File: src/rtl/neo_wb_arbiter.sv
// neo_wb_arbiter: round-robin arbiter over NCH memory request channels,
// issuing each grant as one Wishbone B4 classic cycle with lane steering.
module neo_wb_arbiter #(
   parameter int NCH     = 2,
   parameter int AW      = 25,
   parameter int DW      = 16,
   parameter int TIMEOUT = 255
) (
   input  logic              clk_sys,
   input  logic              reset_n,
   input  logic [NCH-1:0]    req_valid,
   input  logic [NCH-1:0]    req_we,
   input  logic [NCH*AW-1:0] req_addr,
   input  logic [NCH*DW-1:0] req_wdata,
   output logic [NCH-1:0]    req_ready,
   output logic [NCH-1:0]    rsp_valid,
   output logic              rsp_err,
   output logic [DW-1:0]     rsp_rdata,
   output logic [31:0]       wb_adr_o,
   output logic [31:0]       wb_dat_o,
   input  logic [31:0]       wb_dat_i,
   output logic [3:0]        wb_sel_o,
   output logic              wb_we_o,
   output logic              wb_stb_o,
   output logic              wb_cyc_o,
   input  logic              wb_ack_i,
   input  logic              wb_err_i,
   output logic [2:0]        grant_o,
   output logic [7:0]        timeout_cnt
);

   localparam int L  = 32 / DW;
   localparam int NB = DW / 8;
   localparam int B  = $clog2(NB);
   localparam logic [3:0] SMASK = 4'((1 << NB) - 1);
   localparam logic [7:0] TLAST = (TIMEOUT == 0) ? 8'd0 : 8'(TIMEOUT - 1);
   localparam logic [2:0] LAST0 = 3'(NCH - 1);

   typedef enum logic [1:0] {IDLE, BUS, RESP} state_t;

   state_t        state, state_n;
   logic [2:0]    last, grant, pick;
   logic          found;
   logic [7:0]    vld8;
   logic [AW-1:0] a_sel;
   logic [DW-1:0] d_sel;
   logic          w_sel;
   logic [1:0]    lane_n, lane_q;
   logic [31:0]   badr;
   logic [DW-1:0] rd_lane;
   logic [7:0]    tcnt, tocnt;
   logic          tmo;

   // rotating priority: first valid channel after the last one granted
   always_comb begin
      vld8  = 8'(req_valid);
      found = 1'b0;
      pick  = '0;
      for (int i = 1; i <= NCH; i++) begin
         if (!found && vld8[3'((int'(last) + i) % NCH)]) begin
            found = 1'b1;
            pick  = 3'((int'(last) + i) % NCH);
         end
      end
   end

   // route the winning channel's request fields
   always_comb begin
      a_sel = '0;
      d_sel = '0;
      w_sel = 1'b0;
      for (int i = 0; i < NCH; i++) begin
         if (pick == 3'(i)) begin
            a_sel = req_addr[i*AW +: AW];
            d_sel = req_wdata[i*DW +: DW];
            w_sel = req_we[i];
         end
      end
   end

   assign badr   = 32'(a_sel) << B;
   assign lane_n = 2'(a_sel & AW'(L - 1));

   // extract the addressed lane from the returned 32-bit word
   always_comb begin
      rd_lane = '0;
      for (int j = 0; j < L; j++) begin
         if (lane_q == 2'(j)) rd_lane = wb_dat_i[j*DW +: DW];
      end
   end

   // state register
   always_ff @(posedge clk_sys or negedge reset_n) begin
      if (!reset_n) state <= IDLE;
      else          state <= state_n;
   end

   // next state and handshake/bus strobes
   always_comb begin
      state_n   = state;
      tmo       = 1'b0;
      req_ready = '0;
      rsp_valid = '0;
      wb_cyc_o  = 1'b0;
      wb_stb_o  = 1'b0;
      unique case (state)
         IDLE: begin
            if (found && reset_n) begin
               req_ready = NCH'(1) << pick;
               state_n   = BUS;
            end
         end
         BUS: begin
            wb_cyc_o = 1'b1;
            wb_stb_o = 1'b1;
            if (wb_ack_i || wb_err_i) begin
               state_n = RESP;
            end else if (TIMEOUT != 0 && tcnt == TLAST) begin
               state_n = RESP;
               tmo     = 1'b1;
            end
         end
         RESP: begin
            rsp_valid = NCH'(1) << grant;
            state_n   = IDLE;
         end
         default: state_n = IDLE;
      endcase
   end

   // request latch, bus timer and response capture
   always_ff @(posedge clk_sys or negedge reset_n) begin
      if (!reset_n) begin
         last      <= LAST0;
         grant     <= '0;
         wb_adr_o  <= '0;
         wb_dat_o  <= '0;
         wb_sel_o  <= '0;
         wb_we_o   <= 1'b0;
         lane_q    <= '0;
         tcnt      <= '0;
         tocnt     <= '0;
         rsp_err   <= 1'b0;
         rsp_rdata <= '0;
      end else begin
         unique case (state)
            IDLE: begin
               if (found) begin
                  last     <= pick;
                  grant    <= pick;
                  wb_adr_o <= badr & 32'hFFFF_FFFC;
                  wb_dat_o <= {L{d_sel}};
                  wb_sel_o <= SMASK << (lane_n * NB);
                  wb_we_o  <= w_sel;
                  lane_q   <= lane_n;
                  tcnt     <= '0;
               end
            end
            BUS: begin
               tcnt <= tcnt + 8'd1;
               if (wb_ack_i || wb_err_i) begin
                  rsp_err   <= wb_err_i;
                  rsp_rdata <= (wb_err_i || wb_we_o) ? '0 : rd_lane;
               end else if (tmo) begin
                  rsp_err   <= 1'b1;
                  rsp_rdata <= '0;
                  if (tocnt != 8'hFF) tocnt <= tocnt + 8'd1;
               end
            end
            default: ;
         endcase
      end
   end

   assign grant_o     = grant;
   assign timeout_cnt = tocnt;

endmodule

File: config.mk
export PLATFORM = sky130hd
export DESIGN_NAME = neo_wb_arbiter
export DESIGN_NICKNAME = d
export VERILOG_FILES = /design/src/rtl/neo_wb_arbiter.sv
export SDC_FILE = /design/constraint.sdc
export NUM_CORES = 1
export LEC_CHECK = 0
export ABC_AREA = 0
export BUFFER_PORTS_ARGS = -buffer_cell sky130_fd_sc_hd__buf_2
export CAP_MARGIN = 20
export CORE_MARGIN = 2
export CORE_UTILIZATION = 40
export CTS_BUF_LIST = sky130_fd_sc_hd__clkbuf_16
export CTS_CLUSTER_DIAMETER = 30
export DETAILED_ROUTE_END_ITERATION = 10
export GPL_TIMING_DRIVEN = 0
export PLACE_DENSITY = 0.77
export SYNTH_ARGS = -nofsm -noshare
export SYNTH_HDL_FRONTEND = slang
export SYNTH_SLANG_ARGS = --single-unit
File: constraint.sdc
create_clock -name clk_sys -period 2.3 [get_ports clk_sys]
set_clock_uncertainty 0.1 [all_clocks]
set_input_delay 0.46 -clock clk_sys [delete_from_list [all_inputs] [get_ports clk_sys]]
set_output_delay 0.46 -clock clk_sys [all_outputs]
set_load 0.01 [all_outputs]
==> qor.yml <==
rsz0062_at_grt: "yes"
synth_seq_cells: 80
syn_avg_cell_area_um2: 10.4
finalSetupViolCount: 1
synth-edff-count: 0
dr.pass1.iters: 4
grt_pass1_wl_um: 18300
required_ns: 2.41
ant_nets: 0
cts_inserted_buffers: 9
drive_gt1_frac: 0.470
grt.overflow.total: 0
max-vdd-ir-drop_v: 0.000445
seq_area_um2: 2000
power_switching_mw: 1.76
wl_per_cell_um: 14.4
placementRows: 36
crit_fanout: 6
fin_crit_ns: 2.33
layout.nets: 754
ioPinCount: 225
fp.dieH_um: 104
p_int_mw: 3.58
finalWirelength_um: 11100
arrival_ns: 2.43
fillers: 850
hold_class: "in -> async"
yosysUniqueCellTypes: 44
place_inst: 743
critPathKind: "reg -> reg"
area_delta_synth_final_pct: 43.9
max_stage_delay_ns: 0.57
via_per_inst: 4.77
period_share: 1.01
p_leak_nw: 3.14
combinationalPowerShare: 0.343
drtIter0Drc: 97
die_x_um: 104
synthArstFlopShare: 1.00
port_buffers: 214
maxCapViolCount: 0
power_mw: 5.33
gp_congestion: 0.887
maxSlewViolCount: 0
ctsLongestPathBuffers: 2
violations: "negative setup slack"
pwr_density_cell_nw_per_um2: 925
fin_cells: 767
clk_pin_slew_ns: 0.06
worst_slew_pin_slew_ns: 0.715
tns_ns: -0.0272
dp_hpwl_um: 8600
grt_use_total: 0.209
antenna_found_initial: 0
vias: 3659
insertion_delay_ns: 0.32
end_kind: "flop"
synth_ff_type: "dfrtp_1"
r2r-start: "state[1]$_DFFE_PN0P_"
fin_worst_hold_slack_ns: 0.0271
syn_inst: 386
crit_slowest_cell: "or4b_4"
start_util: 0.412
timing.final.ws_setup_ns: -0.0272
grt_max_degree: 49
worstPathCellList: "or4b_4 > or3_4 > or4_4 > xnor2_2"
cts_tree: "yes"
hold_violations: 0
max_slew_margin: 0.523
die-area_um2: 10800
sw_frac_of_total: 0.329
start_kind: "flop"
htreeDepth: 3
power_frac_seq: 0.376
cts_root_buffer: "clkbuf_16"
crit_path_start: "state[1]$_DFFE_PN0P_"
core_um2: 9730
post-place-ws_ns: -0.498
status: "complete, but fails checks"
ys_seq_area_frac: 0.500
netlist_area_um2: 4000
multi_input_area_um2: 1760
pwr-share-clk: 0.281
fmax_mhz: 430
diodes: 0
yosys_warnings: 0
drc: 0
clock-sinks: 80
regToRegSetupSlack_ns: -0.03
grt_pass1_vias: 3792
[power by group through the flow]
stage	clock, mW	sequential, mW	combinational [mW]
2_1_floorplan	0	2.13	0.900
3_3_place_gp	0	2.00	1.76
3_5_place_dp	0	2.02	1.81
4_1_cts	1.52	2.00	1.83
5_1_grt	1.59	2.05	2.02
6_report	1.50	2.00	1.83
[path summary, 6_finish.rpt]
check | end | depth (start not counted)
max in group asynchronous | wb_dat_o[25]$_DFFE_PN0P_ | 3
min in group clk_sys | last[0]$_DFFE_PN1P_ | 2
hold reg to reg | wb_adr_o[3]$_DFFE_PN0P_ | 2
setup / recovery | timeout_cnt[6]$_DFFE_PN0P_ | 4
setup reg to reg | timeout_cnt[6]$_DFFE_PN0P_ | 4
hold / removal | last[0]$_DFFE_PN1P_ | 1
[cells by family (layout without fill, tap and decap cells)]
| group | Yosys count | count (layout) | share of synthesized area |
|---|---|---|---|
| mux | 76 | 76 | 0.196 |
| buf+inv | 54 | 293 | 0.0784 |
| simple gates | 103 | 103 | 0.113 |
| flops | 80 | 80 | 0.500 |
| other cells | 1 | 10 | 0.000937 |
| xor+xnor | 7 | 7 | 0.0153 |
| compound gates | 62 | 62 | 0.0872 |
| fa+ha+maj | 3 | 3 | 0.00938 |
[registers in the layout (all words and copies together), names as in the netlist]
register	flops
grant_o	1
wb_we_o	1
state	2
last	1
timeout_cnt	8
wb_sel_o	2
rsp_rdata	16
wb_adr_o	24
wb_dat_o	16
tcnt	8
rsp_err	1
[cells in the mapped netlist, types with 2 or more instances]
library cell   n  area (um^2)
dfrtp_1       79         1980
mux2i_1       58          581
nand2_1       52          195
o21ai_0       46          230
buf_4         29          218
nor2_1        24         90.1
mux2_2        18          203
clkbuf_1      13         48.8
nand3_1        8         40.0
inv_1          5         18.8
xor2_1         5         43.8
buf_1          4         15.0
nor3_1         4         20.0
ha_1           3         37.5
nand4_1        3         18.8
a21oi_1        2         10.0
a31oi_1        2         12.5
buf_2          2         10.0
nand2b_1       2         12.5
o21a_1         2         15.0
xnor2_1        2         17.5
[layout make-up]
class / instances / area share
buffer: 47 / 0.0521
timing repair buffer: 224 / 0.207
clock buffer: 9 / 0.0391
inverter: 6 / 0.00456
clock inverter: 7 / 0.0152
sequential: 80 / 0.348
tap: 133 / 0.0289
multi-input combinational: 261 / 0.305
[through the flow]
step | instance area [um^2] | utilization
after floorplan | 4040 | -
after global placement | 5280 | 0.542
after detailed placement | 5310 | 0.545
after CTS | 5670 | 0.583
after global routing | 5760 | 0.592
final | 5760 | 0.592
[layout by cell type (no fill, tap or decap), drive strengths merged, types with 2 or more instances in the layout]
master         n
a21oi          2
a31oi          2
buf          256
bufinv         2
clkbuf        22
clkinv         2
clkinvlp       3
conb          10
dfrtp         79
dlygate4sd3    2
ha             3
inv            6
mux2          18
mux2i         58
nand2         52
nand2b         2
nand3          8
nand4          3
nor2          24
nor3           4
o21a           2
o21ai         47
o31ai          2
xnor2          2
xor2           5
[routing by layer]
metal	routed length, um	vias up	GRT usage
met4	180	0	0.0695
met3	558	14	0.0489
li1	-	1780	-
met2	5950	127	0.377
met1	4370	1738	0.245
met5	0	-	0
[critical path, delay by kind of cell (launching register included)]
kind / cells / cell delay (ns)
and+or+nand+nor: 3 / 1.53
xor gates and xnor gates: 1 / 0.15
DFF: 1 / 0.44
[repair_timing]
action	in CTS	in global routing
buffers inserted	1	5
hold buffers	2	0
endpoints found under the hold margin	24	0
setup endpoints to repair	13	13
pin swaps	1	5
gates resized for setup	10	10
No activity file was read; power rests on OpenSTA's default activity.
